**src/rtl/port_fifo_scheduler.sv**
```systemverilog
// Round-robin burst scheduler over NUM_PORTS queues in a shared FIFO RAM; grant-to-first-data = 2 cycles (IDLE, LOAD).
// Enqueue held off per queue when full; dequeue holds head data (VALID) while deq_ready_in is low.
module port_fifo_scheduler #(
  parameter int NUM_PORTS  = 16,
  parameter int FIFO_DEPTH = 64,
  parameter int MAX_BURST  = 8,
  localparam int PW = (NUM_PORTS > 1) ? $clog2(NUM_PORTS) : 1,
  localparam int CW = $clog2(FIFO_DEPTH) + 1,
  localparam int BW = $clog2(MAX_BURST + 1)
) (
  input  logic                 clk,
  input  logic                 rst,
  input  logic [PW-1:0]        enq_port_in,
  input  logic                 enq_valid_in,
  output logic                 enq_ready_out,
  output logic [PW-1:0]        fifo_wrport_out,
  output logic                 fifo_wrreq_out,
  output logic [PW-1:0]        fifo_rdport_out,
  output logic                 fifo_rdreq_out,
  output logic                 deq_valid_out,
  input  logic                 deq_ready_in,
  output logic [PW-1:0]        deq_port_out,
  output logic [NUM_PORTS-1:0] nonempty_out
);

  typedef enum logic [1:0] {IDLE, LOAD, VALID} state_t;

  state_t         state_q, state_d;
  logic [CW-1:0]  count_q [NUM_PORTS];
  logic [CW-1:0]  count_d [NUM_PORTS];
  logic [PW-1:0]  cur_port;
  logic [PW-1:0]  rr_ptr;
  logic [BW-1:0]  burst_cnt;
  logic           grant_found;
  logic [PW-1:0]  grant_port;
  logic [PW-1:0]  cand;
  logic           pop;
  logic           last_entry;
  logic           burst_last;

  assign enq_ready_out   = (count_q[enq_port_in] != CW'(FIFO_DEPTH));
  assign fifo_wrreq_out  = enq_valid_in & enq_ready_out;
  assign fifo_wrport_out = enq_port_in;
  assign pop             = deq_valid_out & deq_ready_in;
  assign fifo_rdreq_out  = pop;
  assign fifo_rdport_out = cur_port;
  assign deq_port_out    = cur_port;

  // Simultaneous write and pop on the same queue cancel out.
  always_comb begin
    for (int i = 0; i < NUM_PORTS; i++) begin
      count_d[i] = count_q[i];
      if (fifo_wrreq_out && (enq_port_in == PW'(i)) &&
          !(pop && (cur_port == PW'(i)) && (count_q[i] != '0)))
        count_d[i] = count_q[i] + 1'b1;
      else if (pop && (cur_port == PW'(i)) && (count_q[i] != '0) &&
               !(fifo_wrreq_out && (enq_port_in == PW'(i))))
        count_d[i] = count_q[i] - 1'b1;
    end
  end

  always_ff @(posedge clk or negedge rst) begin
    if (!rst) begin
      for (int i = 0; i < NUM_PORTS; i++) count_q[i] <= '0;
      nonempty_out <= '0;
    end else begin
      for (int i = 0; i < NUM_PORTS; i++) begin
        count_q[i]      <= count_d[i];
        nonempty_out[i] <= (count_d[i] != '0);
      end
    end
  end

  // Search starts one past the last granted queue so every queue gets its turn.
  always_comb begin
    grant_found = 1'b0;
    grant_port  = rr_ptr;
    cand        = rr_ptr;
    for (int k = 0; k < NUM_PORTS; k++) begin
      cand = (cand == PW'(NUM_PORTS - 1)) ? '0 : cand + 1'b1;
      if (!grant_found && nonempty_out[cand]) begin
        grant_found = 1'b1;
        grant_port  = cand;
      end
    end
  end

  // Exiting on the last entry keeps a same-cycle write from racing the prefetch read.
  assign last_entry = (count_q[cur_port] == CW'(1));
  assign burst_last = (burst_cnt == BW'(MAX_BURST - 1));

  always_ff @(posedge clk or negedge rst) begin
    if (!rst) state_q <= IDLE;
    else      state_q <= state_d;
  end

  always_comb begin
    state_d = state_q;
    case (state_q)
      IDLE:    if (grant_found) state_d = LOAD;
      LOAD:    state_d = VALID;
      VALID:   if (pop && (last_entry || burst_last)) state_d = IDLE;
      default: state_d = IDLE;
    endcase
  end

  always_comb begin
    deq_valid_out = (state_q == VALID);
  end

  always_ff @(posedge clk or negedge rst) begin
    if (!rst) begin
      cur_port  <= '0;
      rr_ptr    <= PW'(NUM_PORTS - 1);
      burst_cnt <= '0;
    end else if ((state_q == IDLE) && grant_found) begin
      cur_port  <= grant_port;
      rr_ptr    <= grant_port;
      burst_cnt <= '0;
    end else if (pop) begin
      burst_cnt <= burst_cnt + 1'b1;
    end
  end

  a_no_pop_empty: assert property (@(posedge clk) disable iff (!rst)
    pop |-> (count_q[cur_port] != '0));
  a_no_write_full: assert property (@(posedge clk) disable iff (!rst)
    fifo_wrreq_out |-> (count_q[enq_port_in] != CW'(FIFO_DEPTH)));

endmodule
```
**config.mk**
```make
export PLATFORM = sky130hd
export DESIGN_NAME = port_fifo_scheduler
export DESIGN_NICKNAME = d
export VERILOG_FILES = /design/src/rtl/port_fifo_scheduler.sv
export SDC_FILE = /design/constraint.sdc
export NUM_CORES = 1
export LEC_CHECK = 0
export CORE_UTILIZATION = 25
export CTS_BUF_LIST = sky130_fd_sc_hd__clkbuf_8
export CTS_CLUSTER_DIAMETER = 50
export DETAILED_ROUTE_END_ITERATION = 6
export HOLD_SLACK_MARGIN = 0.08
export REMOVE_ABC_BUFFERS = 1
export SYNTH_ARGS = -nofsm -noshare
export SYNTH_HDL_FRONTEND = slang
export SYNTH_SLANG_ARGS = --single-unit
```
**constraint.sdc**
```tcl
create_clock -name clk -period 5.6 [get_ports clk]
set_input_delay 0.84 -clock clk [delete_from_list [all_inputs] [get_ports clk]]
set_output_delay 0.84 -clock clk [all_outputs]
set_load 0.03 [all_outputs]
```
## Word level (Yosys, flattened, before mapping)

Cells that the tools add are included.

- Add/sub/neg operators: 49
- $lt $le $gt $ge: 18
- Equality and inequality tests: 53
- Multiplexer cells: 123
- Bitwise logic cells: 4
- Reduce and logical (&&, ||, !) cells: 182

Operators with widths:

| kind | number |
|---|---|
| two-way mux 7 bit | 36 |
| nonzero test 7 bit | 32 |
| two-way mux 4 bit | 34 |
| equality test 4 bit, second input constant | 32 |
| adder 7 x 1 -> 7 bit, second input constant | 16 |
| subtractor 7 x 1 -> 7 bit, second input constant | 16 |
| logical AND 1 bit | 97 |
| less-than comparator 4 x 5 -> 1 bit, second input constant | 16 |
| adder 4 x 1 -> 4 bit, second input constant | 17 |
| binary-select mux 1 bit (select 4 bit) | 16 |
| binary-select mux 7 bit (select 4 bit) | 2 |
| zero test 1 bit | 47 |
| equality test 4 x 3 -> 1 bit, second input constant | 9 |
| two-way mux 1 bit | 32 |
| equality test 4 x 2 -> 1 bit, second input constant | 4 |
| >= comparator 5 bit, second input constant | 2 |
| NOT 4 -> 5 bit | 2 |
| equality test 4 x 1 -> 1 bit, second input constant | 2 |
| zero test 4 bit | 2 |
| equality test 7 x 1 -> 1 bit, second input constant | 1 |
| != test 7 bit, second input constant | 1 |
| case mux 2 bit (3 select lines) | 1 |
| two-way mux 2 bit | 2 |
| bitwise AND 1 bit | 2 |
| other kinds (8) | 8 |

- Register bits: 142
- Input port bits: 8
- Output and inout port bits: 32
- Logic and storage cells: 450

## Depth between registers and ports, before layout

Gate-level depths: netlist of the first run.

- Depth after elaboration: 52
- Depth in mapped cells: 23
- Gate-level depth less buffers: 18

## Worst setup path before layout of the first run

No wires, ideal clock.

- Path type: flip-flop to flip-flop
- Start: reg rr_ptr[0]
- End: reg cur_port[1] (netlist: deq_port_out[1])
- Library setup time: 0.132 ns
- Arrival time: 4.908 ns
- Required time: 5.468 ns
- Slack: 0.560 ns
- Stages on the path, launching flop included: 23
- Buffers on the path: 4
- Period minus slack after synthesis: 5.040 ns
- Cells stage by stage: dfstp_2 -> buf_2 -> inv_1 -> ha_1 -> buf_4 -> nor2b_1 -> and2_1 -> clkbuf_2 -> a22oi_2 -> mux2i_1 -> nand4_2 -> and3_4 -> o21ai_2 -> nand3_2 -> and2_1 -> buf_6 -> o311ai_2 -> o21ai_1 -> a211oi_4 -> nor4b_2 -> o21bai_1 -> a2111oi_2 -> nor2_1

- Cells in the longest elaborated chain, start to end: 51
- Elaborated cells on any way between the ends: 143
- Those cells by class: add/sub: 16; eq/ne: 16; mux: 80; reduce/logical: 31

Ends and longest elaborated chain:

| element | RTL line | RTL |
|---|---|---|
| start: declaration | 32 | `logic [PW-1:0] rr_ptr;` |
| start signal: assignment | 114 | `rr_ptr <= PW'(NUM_PORTS - 1);` |
| start signal: assignment | 118 | `rr_ptr <= grant_port;` |
| adder 4 x 1 -> 4 bit / equality test 4 bit (equally long branches) | 80 | `cand = (cand == PW'(NUM_PORTS - 1)) ? '0 : cand + 1'b1;` |
| two-way mux 4 bit * | 80 |  |
| branches (longest 49 deep; another with adder 4 x 1 -> 4 bit) | n/a |  |
| end signal: assignment | 117 | `cur_port <= grant_port;` |
| end: declaration | 31 | `logic [PW-1:0] cur_port;` |

Every way passes the cells marked *. The select of a mux whose other input is x is not followed.
A chain may end at the register's enable or synchronous reset.

## Final worst setup path of the first run

- Start: reg rr_ptr[0]
- End: reg cur_port[2] (netlist: deq_port_out[2])

Same word-level chain as after synthesis.

==> results of run 1 <==
sequential cells by signal, summed over array words and instances (netlist names):
register      cells
rr_ptr            4
state_q           2
deq_port_out      4
nonempty_out     16
count_q         112
burst_cnt         4
logic make-up (layout without fill, tap and decap cells):
kind of cell / count (synthesis) / in the layout / share of synthesized area
compound gates: 295 / 295 / 0.181
mux: 63 / 63 / 0.0706
fa+ha+maj: 58 / 58 / 0.0604
buf+inv: 121 / 231 / 0.0459
xor+xnor: 120 / 120 / 0.0914
flops: 142 / 142 / 0.297
simple gates: 577 / 577 / 0.254
per-layer routing:
metal | up-vias | part of all wire | GRT usage
met2 | 399 | 0.46 | 0.241
li1 | 5314 | - | -
met5 | - | 0 | 0
met3 | 87 | 0.057 | 0.0239
met1 | 5477 | 0.45 | 0.201
met4 | 0 | 0.034 | 0.0571
worst max path at each step:
stage | to | from | slack [ns] | cells past startpoint
2_1_floorplan | deq_port_out[0] | rr_ptr[0] | -0.19 | 18
5_1_grt | deq_port_out[1] | rr_ptr[0] | 0.03 | 21
3_3_place_gp | nonempty_out[5] | enq_port_in[0] | 0.21 | 16
4_1_cts | rr_ptr[2] | rr_ptr[1] | 0.28 | 19
6_report | deq_port_out[2] | rr_ptr[0] | 0.34 | 20
3_5_place_dp | nonempty_out[5] | enq_port_in[0] | 0.23 | 16
worst reg2reg max path, stage by stage (launching register included):
cell,delay (ns)
dfstp_2,0.66
ha_1,0.29
buf_4,0.17
buf_4,0.18
a311oi_2,0.14
o21ai_0,0.59
o31ai_4,0.20
nand2_2,0.20
a21o_1,0.16
nand3_1,0.14
a21bo_2,0.24
and2_2,0.24
o311a_1,0.43
a21o_1,0.23
and3_1,0.20
o21a_1,0.23
buf_4,0.14
a311oi_2,0.33
buf_4,0.20
nor2_1,0.05
a31oi_1,0.18
cell usage in the layout (no fill, tap or decap), types with 24 or more instances in the layout:
master           count
a21oi_1             44
a31oi_1             26
and3_1              24
buf_4               99
clkdlybuf4s50_1     38
dfrtp_1            138
ha_1                56
inv_1               60
mux2i_1             39
nand2_1            131
nand3_1             47
nand4_1             32
nor2_1             126
nor3_1              47
nor4_1              34
o21ai_0             40
xnor2_1             75
xor2_1              40
cell type report:
type | count | area [um2]
inverter | 60 | 225
multi-input combinational | 1113 | 7910
fill | 4866 | 32900
clock inverter | 15 | 184
clock buffer | 17 | 234
timing repair buffer | 139 | 1150
sequential | 142 | 3560
tap | 607 | 759
metrics by stage:
step	hold slack [ns]	area (um2)	util
2_1_floorplan	0.466	11700	-
3_3_place_gp	0.495	13600	0.289
3_5_place_dp	0.501	13600	0.289
4_1_cts	0.510	14000	0.298
5_1_grt	0.543	14000	0.299
6_report	0.463	14000	0.299
==> flow_metrics.py, run 1 <==
metrics = {
    "timing": {
        "max_freq_mhz": 190,
        "hold_viol_final": 0,
        "setup_tns_ns": 0,
        "fin_crit_ns": 5.26,
        "fin_ws_ns": 0.336,
        "worst_pin_slew_ns": 0.945,
        "setup_viol": 0,
        "clock_skew_ns": 0.0152,
        "rsz0062_at_grt": "false",
        "relSlewSlack": 0.370,
        "min_period_over_period": 0.940,
        "slew_viol_final": 0,
    },
    "worst_setup_path": {
        "reg2regPathDepth": 20,
        "path_buf_inv": 4,
        "path_cells": "ha_1 -> buf_4 -> buf_4 -> a311oi_2 -> o21ai_0 -> o31ai_4 -> nand2_2 -> a21o_1 -> nand3_1 -> a21bo_2 -> and2_2 -> o311a_1 -> a21o_1 -> and3_1 -> o21a_1 -> buf_4 -> a311oi_2 -> buf_4 -> nor2_1 -> a31oi_1",
        "criticalPathCategory": "flip-flop to flip-flop",
        "critPathArrivalTime_ns": 5.64,
        "crit_path_max_fanout": 7,
        "end_kind": "flip-flop",
        "crit_slowest_cell": "dfstp_2",
        "worst_r2r_startpoint": "rr_ptr[0]",
        "path_common_cell": "buf_4",
        "cpPeakStageDelay_ns": 0.66,
        "start_kind": "flip-flop",
        "crit_required_ns": 5.97,
        "crit_family": "compound AO/OA/AOI/OAI gates",
        "rrSetupSlack_ns": 0.34,
        "r2r_end": "deq_port_out[2]",
    },
    "finish": {
        "n_antenna_cell": 0,
        "final_layout_size_suffix_gt1_frac": 0.143,
        "nNetsFinal": 1538,
        "fin_cells": 2093,
        "syn_to_final_growth_pct": 17.0,
    },
    "floorplanning": {
        "die_width_um": 221,
        "core_area_mm2": 0.0470,
        "start_util": 0.255,
        "die_area_mm2": 0.0488,
        "io_pins": 40,
        "die_h_um": 221,
        "row_count": 79,
    },
    "logic_synthesis": {
        "ys_ff_latch": 142,
        "yosys_warnings": 0,
        "syn-cell-area_mm2": 0.0120,
        "netlist_top_cells_count": "dfrtp_1, nand2_1, nor2_1",
        "ys.flop_type": "dfrtp_1",
        "synth_edf_count": 0,
        "yosys-top-cells-area": "dfrtp_1, ha_1, xnor2_1",
        "postSynth.asyncResetShare": 1.00,
        "ys_seq_area_frac": 0.297,
        "syn_avg_cell_area_um2": 8.71,
        "yosysTopAreaCell": "dfrtp_1",
        "synthCells": 1376,
        "synth_top_area_share": 0.288,
        "post-synth-top-count-cell": "dfrtp_1",
        "synthDistinctLibCells": 108,
    },
    "global_route": {
        "grt_pass1_wl_mm": 59.4,
        "grt.total_usage": 0.150,
        "grt_max_degree": 100,
        "grt_pass1_vias": 10806,
        "antenna_found_initial": 0,
        "overflow": 0,
    },
    "clocking": {
        "cts_sinks": 142,
        "root_buffer": "clkbuf_8",
        "post_cts_resized": 0,
        "cts-buffers-inserted": 17,
        "cts.hold.buffers_added": 0,
        "clkTransAtPathRegs_ns": 0.09,
        "clockBufferDepth": 2,
        "htree_levels": 4,
        "cts_tree": "done",
        "clk_latency_ns": 0.45,
        "cts_setup_buffers": 0,
    },
    "routing": {
        "drc": 0,
        "drt_iter0_drc": 1132,
        "wl_per_cell_um": 17.8,
        "ant_nets": 0,
        "drt-total-wl_mm": 37.2,
        "vias": 11277,
        "via_per_inst": 5.39,
        "detail_route.first_pass.iterations": 7,
    },
    "outcome": {
        "status": "completed",
    },
    "place": {
        "dp_cells": 2061,
        "place_hpwl_mm": 28.8,
        "place_congestion": 0.978,
        "io_buffer_count": 39,
        "place_ws_ns": 0.229,
    },
    "hold_path": {
        "hold_class": "input pin to async pin",
    },
    "run": {
        "max-cap-violations": 0,
    },
}
Power of run 1 is not shown: default switching activity piles up to over one toggle a cycle in this logic, so the estimate is an artifact.
==> run 2: changes to the inputs <==
clock period = 5.2 ns   (was 5.6 ns; I/O delays follow)
==> flow_metrics.py, run 2 (same netlist as run 1, synthesis figures left out) <==
metrics = {
    "clocking": {
        "htree_levels": 4,
        "cts.hold.buffers_added": 0,
        "clk_latency_ns": 0.46,
        "clockBufferDepth": 2,
        "cts-buffers-inserted": 17,
        "clkTransAtPathRegs_ns": 0.10,
        "cts_sinks": 142,
        "root_buffer": "clkbuf_8",
        "cts_setup_buffers": 0,
        "cts_tree": "done",
    },
    "floorplanning": {
        "die_width_um": 221,
        "die_h_um": 221,
        "row_count": 79,
        "io_pins": 40,
        "start_util": 0.255,
        "die_area_mm2": 0.0488,
        "core_area_mm2": 0.0470,
    },
    "finish": {
        "n_antenna_cell": 0,
        "fin_cells": 2130,
        "fill_cells": 4893,
        "layout_common_cells": "dfrtp_1, buf_4, nand2_1",
        "nNetsFinal": 1575,
        "multi_input_area_mm2": 0.00802,
        "syn_to_final_growth_pct": 20.2,
        "seqCellArea_mm2": 0.00356,
        "largest_reg_flops": 112,
        "final_layout_size_suffix_gt1_frac": 0.177,
        "largest-register": "count_q",
        "reg_top3": "count_q (112), nonempty_out (16)",
        "final_common_cell": "dfrtp_1",
    },
    "routing": {
        "drt_iter0_drc": 1089,
        "ant_nets": 0,
        "detail_route.first_pass.iterations": 6,
        "wl_per_cell_um": 17.9,
        "drc": 0,
        "via_per_inst": 5.39,
        "vias": 11471,
        "drt-total-wl_mm": 38.2,
    },
    "global_route": {
        "grt_max_degree": 93,
        "grt_pass1_wl_mm": 60.4,
        "grt.total_usage": 0.154,
        "antenna_found_initial": 0,
        "grt_pass1_vias": 11011,
        "overflow": 0,
    },
    "worst_setup_path": {
        "reg2regPathDepth": 18,
        "worst_r2r_startpoint": "rr_ptr[0]",
        "crit_path_max_fanout": 16,
        "r2r_end": "rr_ptr[1]",
        "critPathLaunch": "rr_ptr[0]",
        "endpoint": "rr_ptr[1]",
        "rrSetupSlack_ns": 0.26,
        "crit_required_ns": 5.57,
        "critPathArrivalTime_ns": 5.31,
        "criticalPathCategory": "flip-flop to flip-flop",
        "end_kind": "flip-flop",
        "start_kind": "flip-flop",
    },
    "outcome": {
        "status": "completed",
    },
    "place": {
        "io_buffer_count": 39,
        "place_congestion": 0.942,
        "place_hpwl_mm": 29.9,
        "dp_cells": 2098,
    },
    "timing": {
        "fin_crit_ns": 4.94,
        "setup_tns_ns": 0,
        "min_period_over_period": 0.950,
        "worst_pin_slew_ns": 0.908,
        "slew_viol_final": 0,
        "hold_viol_final": 0,
        "setup_viol": 0,
        "clock_skew_ns": 0.0139,
        "max_freq_mhz": 202,
        "relSlewSlack": 0.394,
    },
    "run": {
        "max-cap-violations": 0,
    },
    "hold_path": {
        "hold_class": "input pin to async pin",
    },
}
==> run 2: changes by cell type in the layout (fill, tap and decap cells not counted), moves of 3 or more <==
| cell | previous run | this run |
|---|---|---|
| mux2i_1 | 39 | 35 |
| buf_4 | 99 | 134 |
| o21ai_1 | 13 | 10 |
| o21ai_2 | 1 | 5 |
| mux2i_2 | 1 | 6 |
| inv_8 | 0 | 5 |
==> run 2: worst max-delay path, stage by stage (launching register included) <==
cell and delay (ns):
dfstp_2 0.39, ha_1 0.21, buf_4 0.15, a31oi_4 0.25, buf_12 0.20, mux2i_1 0.29, mux2i_1 0.17, mux4_2 0.58
nor4_4 0.25, o31a_2 0.23, a21boi_4 0.25, nand2_4 0.09, or4_1 0.63, o22ai_1 0.14, a21boi_2 0.24, a311oi_4 0.14
a2111oi_4 0.35, a2111oi_4 0.13, nor2_2 0.17
==> run 2: worst min path at each step <==
stage | depth (start not counted) | endpoint | from
after floorplan | 1 | count_q[26] | count_q[26]
after global placement | 1 | count_q[26] | count_q[26]
after detailed placement | 1 | count_q[19] | count_q[19]
after CTS | 1 | nonempty_out[2] | rst
after global routing | 1 | count_q[103] | rst
final | 1 | count_q[95] | rst
==> run 2: final cells by class <==
class	instances	area share
clock buffer	17	0.0162
clock inverter	15	0.0119
inverter	60	0.0156
multi-input combinational	1113	0.557
sequential	142	0.247
tap	607	0.0527
timing repair buffer	176	0.0999
==> run 2: timing repair <==
action                                 in CTS  in global routing
setup endpoints to repair                   0                  8
gates resized for setup                     0                 33
endpoints found under the hold margin       0                  0
==> run 2: metal layers <==
| layer | global-route usage | routed length [um] | vias to the layer above |
|---|---|---|---|
| met5 | 0 | 0 | - |
| met2 | 0.255 | 18000 | 402 |
| met4 | 0.0593 | 1220 | 0 |
| met3 | 0.0203 | 2100 | 84 |
| li1 | - | - | 5399 |
| met1 | 0.203 | 16900 | 5586 |
==> run 2: stage by stage <==
| stage | setup slack (ns) | area, um2 | util | hold slack (ns) |
|---|---|---|---|---|
| after global placement | -0.141 | 13900 | 0.295 | 0.491 |
| after global routing | -0.0560 | 14400 | 0.307 | 0.439 |
| after floorplan | -0.594 | 11700 | - | 0.466 |
| after detailed placement | -0.143 | 13900 | 0.295 | 0.503 |
| after CTS | 0.0191 | 14300 | 0.304 | 0.420 |
| final | 0.258 | 14400 | 0.307 | 0.390 |
Power of run 2 is left out for the same reason.
==> run 3: changes to the inputs <==
--- a/config.mk
+++ b/config.mk
@@ -6,5 +6,5 @@
 export NUM_CORES = 1
 export LEC_CHECK = 0
-export CORE_UTILIZATION = 25
+export CORE_UTILIZATION = 30
 export CTS_BUF_LIST = sky130_fd_sc_hd__clkbuf_8
 export CTS_CLUSTER_DIAMETER = 50
==> constraint.sdc (replaced) <==
create_clock -name clk -period 5.2 [get_ports clk]
set_input_delay 0.78 -clock clk [delete_from_list [all_inputs] [get_ports clk]]
set_output_delay 0.78 -clock clk [all_outputs]
set_load 0.02 [all_outputs]
==> flow_metrics.py, run 3 (same netlist as run 1, synthesis figures left out) <==
metrics = {
    "timing": {
        "slew_viol_final": 0,
        "max_freq_mhz": 200,
        "relSlewSlack": 0.360,
        "whs_ns": 0.445,
        "fin_crit_ns": 4.99,
        "clock_skew_ns": 0.0122,
        "fin_ws_ns": 0.207,
        "hold_viol_final": 0,
        "min_period_over_period": 0.960,
        "setup_tns_ns": 0,
        "worst_pin_slew_ns": 0.960,
        "setup_viol": 0,
    },
    "routing": {
        "drc": 0,
        "detail_route.first_pass.iterations": 7,
        "wl_per_cell_um": 18.2,
        "vias": 11338,
        "drt_iter0_drc": 946,
        "via_per_inst": 5.56,
        "ant_nets": 0,
        "drt-total-wl_mm": 37.1,
    },
    "floorplanning": {
        "start_util": 0.307,
        "die_h_um": 202,
        "core_area_mm2": 0.0390,
        "io_pins": 40,
        "die_width_um": 202,
        "die_area_mm2": 0.0408,
        "row_count": 72,
    },
    "clocking": {
        "clkTransAtPathRegs_ns": 0.09,
        "cts_tree": "done",
        "cts-buffers-inserted": 17,
        "clk_latency_ns": 0.46,
        "cts.hold.buffers_added": 0,
        "root_buffer": "clkbuf_8",
        "cts_sinks": 142,
        "clockBufferDepth": 2,
        "htree_levels": 4,
    },
    "worst_setup_path": {
        "crit_required_ns": 5.61,
        "crit_path_max_fanout": 6,
        "criticalPathCategory": "flip-flop to flip-flop",
        "start_kind": "flip-flop",
        "critPathArrivalTime_ns": 5.40,
        "end_kind": "flip-flop",
    },
    "finish": {
        "layout_common_cells": "dfrtp_1, nand2_1, buf_4",
        "final_common_cell": "dfrtp_1",
        "nNetsFinal": 1572,
        "reg_top3": "count_q (112), nonempty_out (16)",
        "largest_reg_flops": 112,
        "final_layout_size_suffix_gt1_frac": 0.183,
        "fin_cells": 2038,
        "largest-register": "count_q",
        "n_antenna_cell": 0,
        "syn_to_final_growth_pct": 19.7,
    },
    "outcome": {
        "status": "completed",
    },
    "place": {
        "place_hpwl_mm": 28.4,
        "place_ws_ns": 0.0341,
        "place_congestion": 1.03,
        "io_buffer_count": 39,
        "dp_cells": 1999,
    },
    "global_route": {
        "grt_pass1_vias": 10820,
        "grt.total_usage": 0.180,
        "antenna_found_initial": 1,
        "overflow": 0,
        "grt_max_degree": 108,
        "grt_pass1_wl_mm": 58.8,
    },
    "hold_path": {
        "hold_class": "input pin to async pin",
    },
    "run": {
        "max-cap-violations": 0,
    },
}
-- run 3: metal layers --
layer	wire length, um	track usage
met5	0	0
met4	914	0.0617
met3	2210	0.0292
met2	17000	0.292
met1	16900	0.243
-- run 3: layout make-up --
cell class	count	area, um2
fill	3928	24700
multi-input combinational	1113	8060
sequential	142	3560
timing repair buffer	173	1440
tap	518	648
clock buffer	17	234
inverter	60	225
clock inverter	15	175
-- run 3: worst max-delay path, cell delays in order (launching register included) --
cell      delay (ns)
dfstp_2         0.57
ha_1            0.15
buf_4           0.18
a31oi_4         0.14
o21ai_2         0.23
nor3_1          0.07
buf_4           0.17
o31ai_2         0.28
nand4_2         0.23
a21o_1          0.26
buf_4           0.15
nand2_2         0.14
mux2i_2         0.25
nand2_1         0.09
buf_4           0.15
nor4_4          0.39
nand2b_4        0.12
a211oi_4        0.33
nor3b_4         0.27
nor3_1          0.09
a211o_1         0.34
a21oi_2         0.21
buf_4           0.13
-- run 3: path summary, 6_finish.rpt --
check                      cells past startpoint  slack, ns           to         from
min reg2reg                                    1       0.51  count_q[39]  count_q[39]
min in group clk                               1       0.51  count_q[39]  count_q[39]
max                                           22       0.21    rr_ptr[0]    rr_ptr[1]
min                                            1       0.45  count_q[30]          rst
max reg2reg                                   22       0.21    rr_ptr[0]    rr_ptr[1]
max in group asynchronous                      2       3.67  count_q[71]          rst
-- run 3: repair_timing --
item / 4_1_cts / 5_1_grt
resized for setup: 1 / 43
cloned: 0 / 1
pin swaps: 0 / 12
buffers inserted: 0 / 6
endpoints found under the setup margin: 1 / 8
-- run 3: per-stage QoR --
| stage | cell area (um2) | util |
|---|---|---|
| after floorplan | 11700 | - |
| after global placement | 13700 | 0.351 |
| after detailed placement | 13700 | 0.351 |
| after CTS | 14100 | 0.361 |
| after global routing | 14300 | 0.368 |
| final | 14300 | 0.368 |
Power of run 3 is left out for the same reason.
